--- config.mk ---
export PLATFORM = sky130hd
export DESIGN_NAME = e203_exu_brchslv
export DESIGN_NICKNAME = d
export VERILOG_FILES = /design/src/rtl/e203_exu_brchslv_pkg.sv /design/src/rtl/e203_sat_cnt.sv /design/src/rtl/e203_exu_brchslv.sv
export SDC_FILE = /design/constraint.sdc
export NUM_CORES = 1
export LEC_CHECK = 0
export BUFFER_PORTS_ARGS = -buffer_cell sky130_fd_sc_hd__buf_2
export CAP_MARGIN = 20
export CORE_ASPECT_RATIO = 1.75
export CORE_MARGIN = 10
export CORE_UTILIZATION = 47
export CTS_BUF_LIST = sky130_fd_sc_hd__clkbuf_4 sky130_fd_sc_hd__clkbuf_8 sky130_fd_sc_hd__clkbuf_16
export CTS_CLUSTER_DIAMETER = 50
export DETAILED_ROUTE_END_ITERATION = 8
export PLACE_DENSITY = 0.77
export SLEW_MARGIN = 25
export SYNTH_ARGS = -nofsm -noshare
export SYNTH_HDL_FRONTEND = slang
export SYNTH_SLANG_ARGS = --single-unit
export TNS_END_PERCENT = 100
--- constraint.sdc ---
create_clock -name clk -period 2.96 [get_ports clk]
set_input_delay 0.444 -clock clk [delete_from_list [all_inputs] [get_ports clk]]
set_output_delay 0.444 -clock clk [all_outputs]
set_load 0.005 [all_outputs]
--- src/rtl/e203_exu_brchslv_pkg.sv ---
// Shared definitions for the commit-side branch resolver.
package e203_exu_brchslv_pkg;

  localparam int E203_PC_SIZE = 32;

  localparam logic [0:0] BRSLV_IDLE = 1'b0;
  localparam logic [0:0] BRSLV_REQ  = 1'b1;

  // Byte length of the committing instruction, used for the fall-through PC.
  function automatic logic [2:0] instr_len(input logic rv32);
    return rv32 ? 3'd4 : 3'd2;
  endfunction

endpackage

--- src/rtl/e203_sat_cnt.sv ---
// Saturating event counter with synchronous clear.
module e203_sat_cnt #(
  parameter int CNT_W = 32
) (
  input  logic             clk,
  input  logic             rst,
  input  logic             inc,
  input  logic             clr,
  output logic [CNT_W-1:0] cnt
);

  // Clear wins over a same-cycle increment; the count sticks at all-ones.
  always_ff @(posedge clk or posedge rst) begin
    if (rst) begin
      cnt <= '0;
    end else if (clr) begin
      cnt <= '0;
    end else if (inc && (cnt != '1)) begin
      cnt <= cnt + 1'b1;
    end
  end

endmodule

--- src/rtl/e203_exu_brchslv.sv ---
// Commit-side branch resolver: detects mispredicts and fence.i, requests an
// IFU flush with the corrected PC, and counts retired branches/mispredicts.
//
//   state      | meaning
//   -----------+----------------------------------------------------------
//   BRSLV_IDLE | accepting commits, no flush outstanding
//   BRSLV_REQ  | flush_req raised to IFU, commit stalled until flush_ack
module e203_exu_brchslv
  import e203_exu_brchslv_pkg::*;
#(
  parameter int PC_SIZE = E203_PC_SIZE,
  parameter int CNT_W   = 32
) (
  input  logic               clk,
  input  logic               rst,
  input  logic               cmt_i_valid,
  output logic               cmt_i_ready,
  input  logic [PC_SIZE-1:0] cmt_i_pc,
  input  logic               cmt_i_rv32,
  input  logic               cmt_i_bjp,
  input  logic               cmt_i_fencei,
  input  logic               cmt_i_bjp_prdt,
  input  logic               cmt_i_bjp_rslv,
  input  logic [PC_SIZE-1:0] cmt_i_bjp_tgt,
  output logic               flush_req,
  input  logic               flush_ack,
  output logic [PC_SIZE-1:0] flush_pc,
  output logic               cmt_ena,
  input  logic               cnt_clr,
  output logic [CNT_W-1:0]   bjp_cnt,
  output logic [CNT_W-1:0]   mis_cnt
);

  logic [0:0]         state;
  logic [0:0]         state_nxt;
  logic               cmt_acc;
  logic               mispred;
  logic               need_flush;
  logic [PC_SIZE-1:0] seq_pc;
  logic [PC_SIZE-1:0] nxt_pc;

  // A bjp that is also tagged fence.i is treated purely as a branch.
  assign mispred    = cmt_i_bjp & (cmt_i_bjp_prdt ^ cmt_i_bjp_rslv);
  assign need_flush = mispred | (cmt_i_fencei & ~cmt_i_bjp);

  // Fall-through PC wraps modulo 2^PC_SIZE; the carry is intentionally lost.
  assign seq_pc = cmt_i_pc + PC_SIZE'(instr_len(cmt_i_rv32));
  assign nxt_pc = (cmt_i_bjp & cmt_i_bjp_rslv) ? cmt_i_bjp_tgt : seq_pc;

  assign cmt_i_ready = (state == BRSLV_IDLE);
  assign cmt_acc     = cmt_i_valid & cmt_i_ready;
  assign cmt_ena     = cmt_acc;
  assign flush_req   = (state == BRSLV_REQ);

  // Next-state: enter REQ on a flushing commit, leave on IFU ack.
  always_comb begin
    state_nxt = state;
    case (state)
      BRSLV_IDLE: if (cmt_acc && need_flush) state_nxt = BRSLV_REQ;
      BRSLV_REQ:  if (flush_ack)             state_nxt = BRSLV_IDLE;
      default:                               state_nxt = BRSLV_IDLE;
    endcase
  end

  // State register.
  always_ff @(posedge clk or posedge rst) begin
    if (rst) begin
      state <= BRSLV_IDLE;
    end else begin
      state <= state_nxt;
    end
  end

  // Restart PC is captured only at a flushing accept, so it stays put in REQ.
  always_ff @(posedge clk or posedge rst) begin
    if (rst) begin
      flush_pc <= '0;
    end else if (cmt_acc && need_flush) begin
      flush_pc <= nxt_pc;
    end
  end

  e203_sat_cnt #(.CNT_W(CNT_W)) u_bjp_cnt (
    .clk (clk),
    .rst (rst),
    .inc (cmt_acc & cmt_i_bjp),
    .clr (cnt_clr),
    .cnt (bjp_cnt)
  );

  e203_sat_cnt #(.CNT_W(CNT_W)) u_mis_cnt (
    .clk (clk),
    .rst (rst),
    .inc (cmt_acc & mispred),
    .clr (cnt_clr),
    .cnt (mis_cnt)
  );

endmodule

* Yosys cells after proc, flatten, opt, wreduce, memory -nomap -nowiden
Cells that the tools add are included.
** Word-level totals
- Bits in registers :: 97
- Input port bits :: 74
- Output and inout port bits :: 99
- Logic and storage cells :: 33
** Cells by class
- Add/subtract/negate cells :: 3
- Equal/unequal tests :: 2
- Muxes and demuxes :: 9
- Bitwise operators :: 10
- Reductions and logical operators :: 5
** Operators by type and width (count)
- 32-bit two-way mux :: 5
- 32-bit by 1-bit adder with 32-bit output (second input constant) :: 2
- 32-bit inequality test (second input constant) :: 2
- 32-bit by 3-bit adder with 32-bit output :: 1
- 1-bit bitwise AND :: 6
- 2-bit nonzero test :: 2
- 1-bit logical AND :: 3
- 3-bit two-way mux :: 1
- 1-bit two-way mux :: 2
- 1-bit NOT :: 2
- 1-bit case mux with 2 select lines :: 1
- 1-bit OR :: 1
- 1-bit bitwise XOR :: 1

* Depth between registers and ports, before layout
- Word-level depth :: 6
- Depth in mapped cells :: 9
- Mapped depth without buffers :: 8

* Cells and area by module
A second synthesis with hierarchy kept.
** Second synthesis, totals
- Cell total of the unflattened synthesis :: 629
- Area, all modules :: 5724.2 um2
** Modules (own cells, without submodules)
- e203_sat_cnt :: times used 2, cells each 186, area each 1740.4 um2, sequential area each 800.8 um2
- e203_exu_brchslv :: times used 1, cells each 257, area each 2243.4 um2, sequential area each 825.8 um2

* Worst setup path after synthesis
No wires, ideal clock.
- Kind :: input -> register
- Start :: input cmt_i_rv32
- End :: register flush_pc[21]
- Library setup time :: 83 ps
- Arrival time :: 2208 ps
- Required time :: 2877 ps
- Setup slack :: 669 ps
- Stages :: 8
- Cells stage by stage :: inv_1 -> ha_1 -> fa_1 -> nand3_2 -> nor4_1 -> nand4_1 -> xor2_1 -> o21ai_0
** On the way
- Longest elaborated chain between the ends :: 3
** RTL lines
- start, declared :: line e203_exu_brchslv.sv:19 : input logic cmt_i_rv32,
- 3-bit two-way mux :: line e203_exu_brchslv_pkg.sv:11 : return rv32 ? 3'd4 : 3'd2;
- 32-bit by 3-bit adder with 32-bit output :: line e203_exu_brchslv.sv:47 : assign seq_pc = cmt_i_pc + PC_SIZE'(instr_len(cmt_i_rv32));
- 32-bit two-way mux :: line e203_exu_brchslv.sv:48 : assign nxt_pc = (cmt_i_bjp & cmt_i_bjp_rslv) ? cmt_i_bjp_tgt : seq_pc;
- end signal, assigned :: line e203_exu_brchslv.sv:79 : flush_pc <= nxt_pc;
- end, declared :: line e203_exu_brchslv.sv:27 : output logic [PC_SIZE-1:0] flush_pc,
No other way between the ends.
A chain may end at the register's enable or synchronous reset.

* Worst setup path in the final report
- Start :: register u_mis_cnt.cnt[0]
- End :: register u_mis_cnt.cnt[5]
** On the way
- Longest elaborated chain between the ends :: 3
- Elaborated cells between the ends (all ways) :: 6
- Those cells by class :: add/sub: 1; eq/ne: 1; mux: 2; reduce/logical: 2
** RTL lines
- start, declared :: line e203_sat_cnt.sv:9 : output logic [CNT_W-1:0] cnt
- start signal, assigned :: line e203_sat_cnt.sv:19 : cnt <= cnt + 1'b1;
- 32-bit by 1-bit adder with 32-bit output / 32-bit inequality test (equally long branches) :: line e203_sat_cnt.sv:19, e203_sat_cnt.sv:18
- 32-bit two-way mux / 1-bit logical AND (equally long branches) :: line e203_sat_cnt.sv:18 : end else if (inc && (cnt != '1)) begin
- 32-bit two-way mux / 2-bit nonzero test (equally long branches)
Several ways; a longest one is shown, not always the timed one. The select of a mux whose other input is x is not followed.

==> impl_metrics.yaml <==
run_status:
  outcome: "finished clean"
grt:
  grt_remaining_overflow: 0
  groute.layer.met1.usage: 0.209
  grtUsageMet3: 0.0615
  grt_first_pass_wirelength_mm: 29.5
  grt_start_max_net_pins: 98
  grt_busiest_layer: "met2"
  antenna_found_initial: 0
  grt.total_usage: 0.200
  use_met2: 0.366
  first_global_vias: 6050
sta:
  number_of_max_slew_violations_in_the_final_report: 0
  minimum_clock_period_after_layout_ns: 2.58
  max_slew_margin: 0.300
  setup-violations-final: 0
  unrepaired_setup_endpoints_after_global_routing: "no"
  totalNegativeSetupSlack_ns: 0
  post-route-period-util: 0.871
  timing_worst_slew_pin_value_ns: 1.05
  timing.final.hold_violations: 0
  worst_clock_skew_ns: 0.0128
  maxClockFrequency_mhz: 388
critical_path:
  critical_path.endpoint_type: "flip-flop"
  timing.critical_path.from_type: "flip-flop"
  r2r_slack_ns: 0.38
  reg2regPathDepth: 6
  worst_ep_arrival_time_ns: 2.81
  crit_chain: "ha_1, nand3_1, or2_2, nor4_4, nor4_1, mux2_2"
  r2r_end: "u_mis_cnt.cnt[5]"
  worstSetupPathType: "reg2reg"
  worst_path_max_delay_cell: "sky130_fd_sc_hd__nor4_4"
  critical-path-top-delay-family: "simple AND/OR/NAND/NOR gates"
  r2r-start: "u_mis_cnt.cnt[0]"
  crit_required_ns: 3.19
  worst-path-buf-inv: 0
  slowest_delay_ns: 0.71
  cp_max_fo: 17
synthesis:
  yosysWarningCount: 0
  compound_gate_fraction_of_synth_area: 0.184
  postSynth.asyncResetShare: 1.00
  post_synthesis_share_of_cell_area_spent_on_full_adders_half_adders_and_majority_gates: 0.0120
  syn-mean-instance-area_sq_um: 8.81
  muxShareOfSynthArea: 0.0211
  seq_total_area_yosys: 0.417
  dominant_combinational_cell_family_by_area_after_synthesis: "simple AND/OR/NAND/NOR gates"
  post_synth_and_or_nand_nor_area_fraction: 0.284
  synthesis.instances: 661
  number_of_enable_flip_flop_cells_after_synthesis: 0
  synth_cell_type_count: 55
  synth.net_count: 740
  postSynth.topFlopCell: "sky130_fd_sc_hd__dfrtp_1"
  synthXorXnorAreaFrac: 0.0376
  post_synth_instance_area_sq_um: 5820
  ys_seq_elements: 97
clock_tree:
  cts.repair.resized: 0
  cts_tree: "built"
  cts_hold_repair.buffers: 0
  cts_root_buf: "sky130_fd_sc_hd__clkbuf_16"
  post-cts-setup-buffers: 0
  clock_path_buffers: 2
  clk_pin_slew_worst_paths_ns: 0.08
  insertion_delay_ns: 0.35
  htree_levels: 3
  cts-buffers-inserted: 9
  cts.sink_count: 97
placement:
  place_hpwl_mm: 13.6
  portBuffers: 172
  globalplace.congestion: 0.933
route:
  drt-pass1-iter-count: 4
  route.detailed.wl_per_inst_um: 18.1
  routed_wl_mm: 17.8
  drc: 0
  final_antenna_net_count: 0
  drt_iter0_markers: 244
  detailroute.via_count: 5910
  viasPerCell: 5.98
final_layout:
  most-common-layout-cells: "sky130_fd_sc_hd__buf_2, sky130_fd_sc_hd__dfrtp_1, sky130_fd_sc_hd__a21oi_1"
  layout-drive-gt1-share: 0.283
  antenna_cells: 0
  nets: 897
  areaGrowthSynthToFinish_pct: 22.1
  most_common_cell_after_layout_fill_and_taps_aside: "sky130_fd_sc_hd__buf_2"
floorplanning:
  floorplan.io_pins: 173
  cell_rows: 53
  die_area_sq_um: 17400
  core-area_sq_um: 12100
  floorplan.initialDensity: 0.482
  die-width_um: 104
  die_y_um: 167
power:
  share_comb_of_total_power: 0.169
  total_switching_power_mw: 0.944
  power_per_cell_area_nw_per_um2: 452
  power.share.switching: 0.293
  pwr-share-clk: 0.357
  finalPower_mw: 3.22
  power.share.sequential: 0.474
  power.leakage_nw: 3.18
  internal-power_mw: 2.27
  vdd.ir_drop.worst_uv: 285
job:
  max_cap_violations: 0
hold_path:
  min-delay-path-class: "in2async"
## power groups by stage
stage	registers, mW	clock network, mW	logic (mW)
2_1_floorplan	1.55	0	0.244
3_3_place_gp	1.54	0	0.541
3_5_place_dp	1.55	0	0.558
4_1_cts	1.52	1.17	0.557
5_1_grt	1.54	1.23	0.612
6_report	1.52	1.15	0.545
## cell families after synthesis
family | count (synthesis)
fa+ha+maj | 5
simple gates | 281
mux | 11
xor+xnor | 25
buf+inv | 59
flops | 97
compound gates | 183
## how the worst max path moves through the flow
stage	startpoint	to	slack [ns]	cells after the start
6_report	u_mis_cnt.cnt[0]	u_mis_cnt.cnt[5]	0.38	6
4_1_cts	u_mis_cnt.cnt[0]	u_mis_cnt.cnt[5]	0.38	6
2_1_floorplan	cmt_i_rv32	flush_pc[21]	0.67	8
5_1_grt	u_mis_cnt.cnt[0]	u_mis_cnt.cnt[30]	0.15	6
3_3_place_gp	cmt_i_rv32	flush_pc[27]	0.43	9
3_5_place_dp	cmt_i_rv32	flush_pc[25]	0.35	9
## stage by stage
| step | hold WS, ns | std cells | util | area [sq um] | setup WS (ns) |
|---|---|---|---|---|---|
| after global placement | 0.463 | 972 | 0.565 | 6820 | 0.428 |
| after detailed placement | 0.467 | 972 | 0.565 | 6820 | 0.353 |
| after floorplan | 0.473 | 661 | - | 5830 | 0.669 |
| final | 0.189 | 988 | 0.589 | 7110 | 0.381 |
| after global routing | 0.254 | 988 | 0.589 | 7110 | 0.150 |
| after CTS | 0.266 | 988 | 0.589 | 7110 | 0.378 |
## routing by layer
metal | vias up | part of all wire
li1 | 2803 | -
met1 | 2822 | 0.37
met2 | 251 | 0.52
met3 | 34 | 0.082
met4 | 0 | 0.022
met5 | - | 0
## worst min-delay path: stages
cell                         delay (ns)
sky130_fd_sc_hd__buf_2             0.11
sky130_fd_sc_hd__clkinvlp_4        0.07
sky130_fd_sc_hd__buf_12            0.36
## registers in the layout, indices dropped and copies added (netlist names)
name / flops
flush_req: 1
u_mis_cnt.cnt: 32
u_bjp_cnt.cnt: 32
flush_pc: 32
## synth_stat cells, types with 6 or more instances
cell type / instances / area [sq um]
sky130_fd_sc_hd__a21oi_1: 67 / 335
sky130_fd_sc_hd__o31ai_1: 29 / 218
sky130_fd_sc_hd__and3_1: 14 / 87.6
sky130_fd_sc_hd__a31oi_1: 7 / 43.8
sky130_fd_sc_hd__nor4_1: 11 / 68.8
sky130_fd_sc_hd__or3_1: 21 / 131
sky130_fd_sc_hd__dfrtp_1: 97 / 2430
sky130_fd_sc_hd__xnor2_1: 15 / 131
sky130_fd_sc_hd__o21ai_0: 53 / 265
sky130_fd_sc_hd__clkbuf_1: 30 / 113
sky130_fd_sc_hd__nor2_1: 32 / 120
sky130_fd_sc_hd__and4_1: 9 / 78.8
sky130_fd_sc_hd__inv_1: 20 / 75.1
sky130_fd_sc_hd__nor3_1: 13 / 65.1
sky130_fd_sc_hd__nand3_1: 32 / 160
sky130_fd_sc_hd__or4_1: 35 / 263
sky130_fd_sc_hd__nand4_1: 24 / 150
sky130_fd_sc_hd__xor2_1: 10 / 87.6
sky130_fd_sc_hd__nor2b_1: 7 / 43.8
sky130_fd_sc_hd__mux2_2: 6 / 67.6
sky130_fd_sc_hd__nand2_1: 57 / 214
## area by class of cell
cell class / count / area [sq um]
clock buffer: 9 / 225
clock inverter: 7 / 62.6
fill: 1113 / 4960
inverter: 20 / 78.8
multi-input combinational: 505 / 3140
sequential: 97 / 2430
tap: 165 / 206
timing repair buffer: 185 / 971
(Power assumes the default switching activity.)
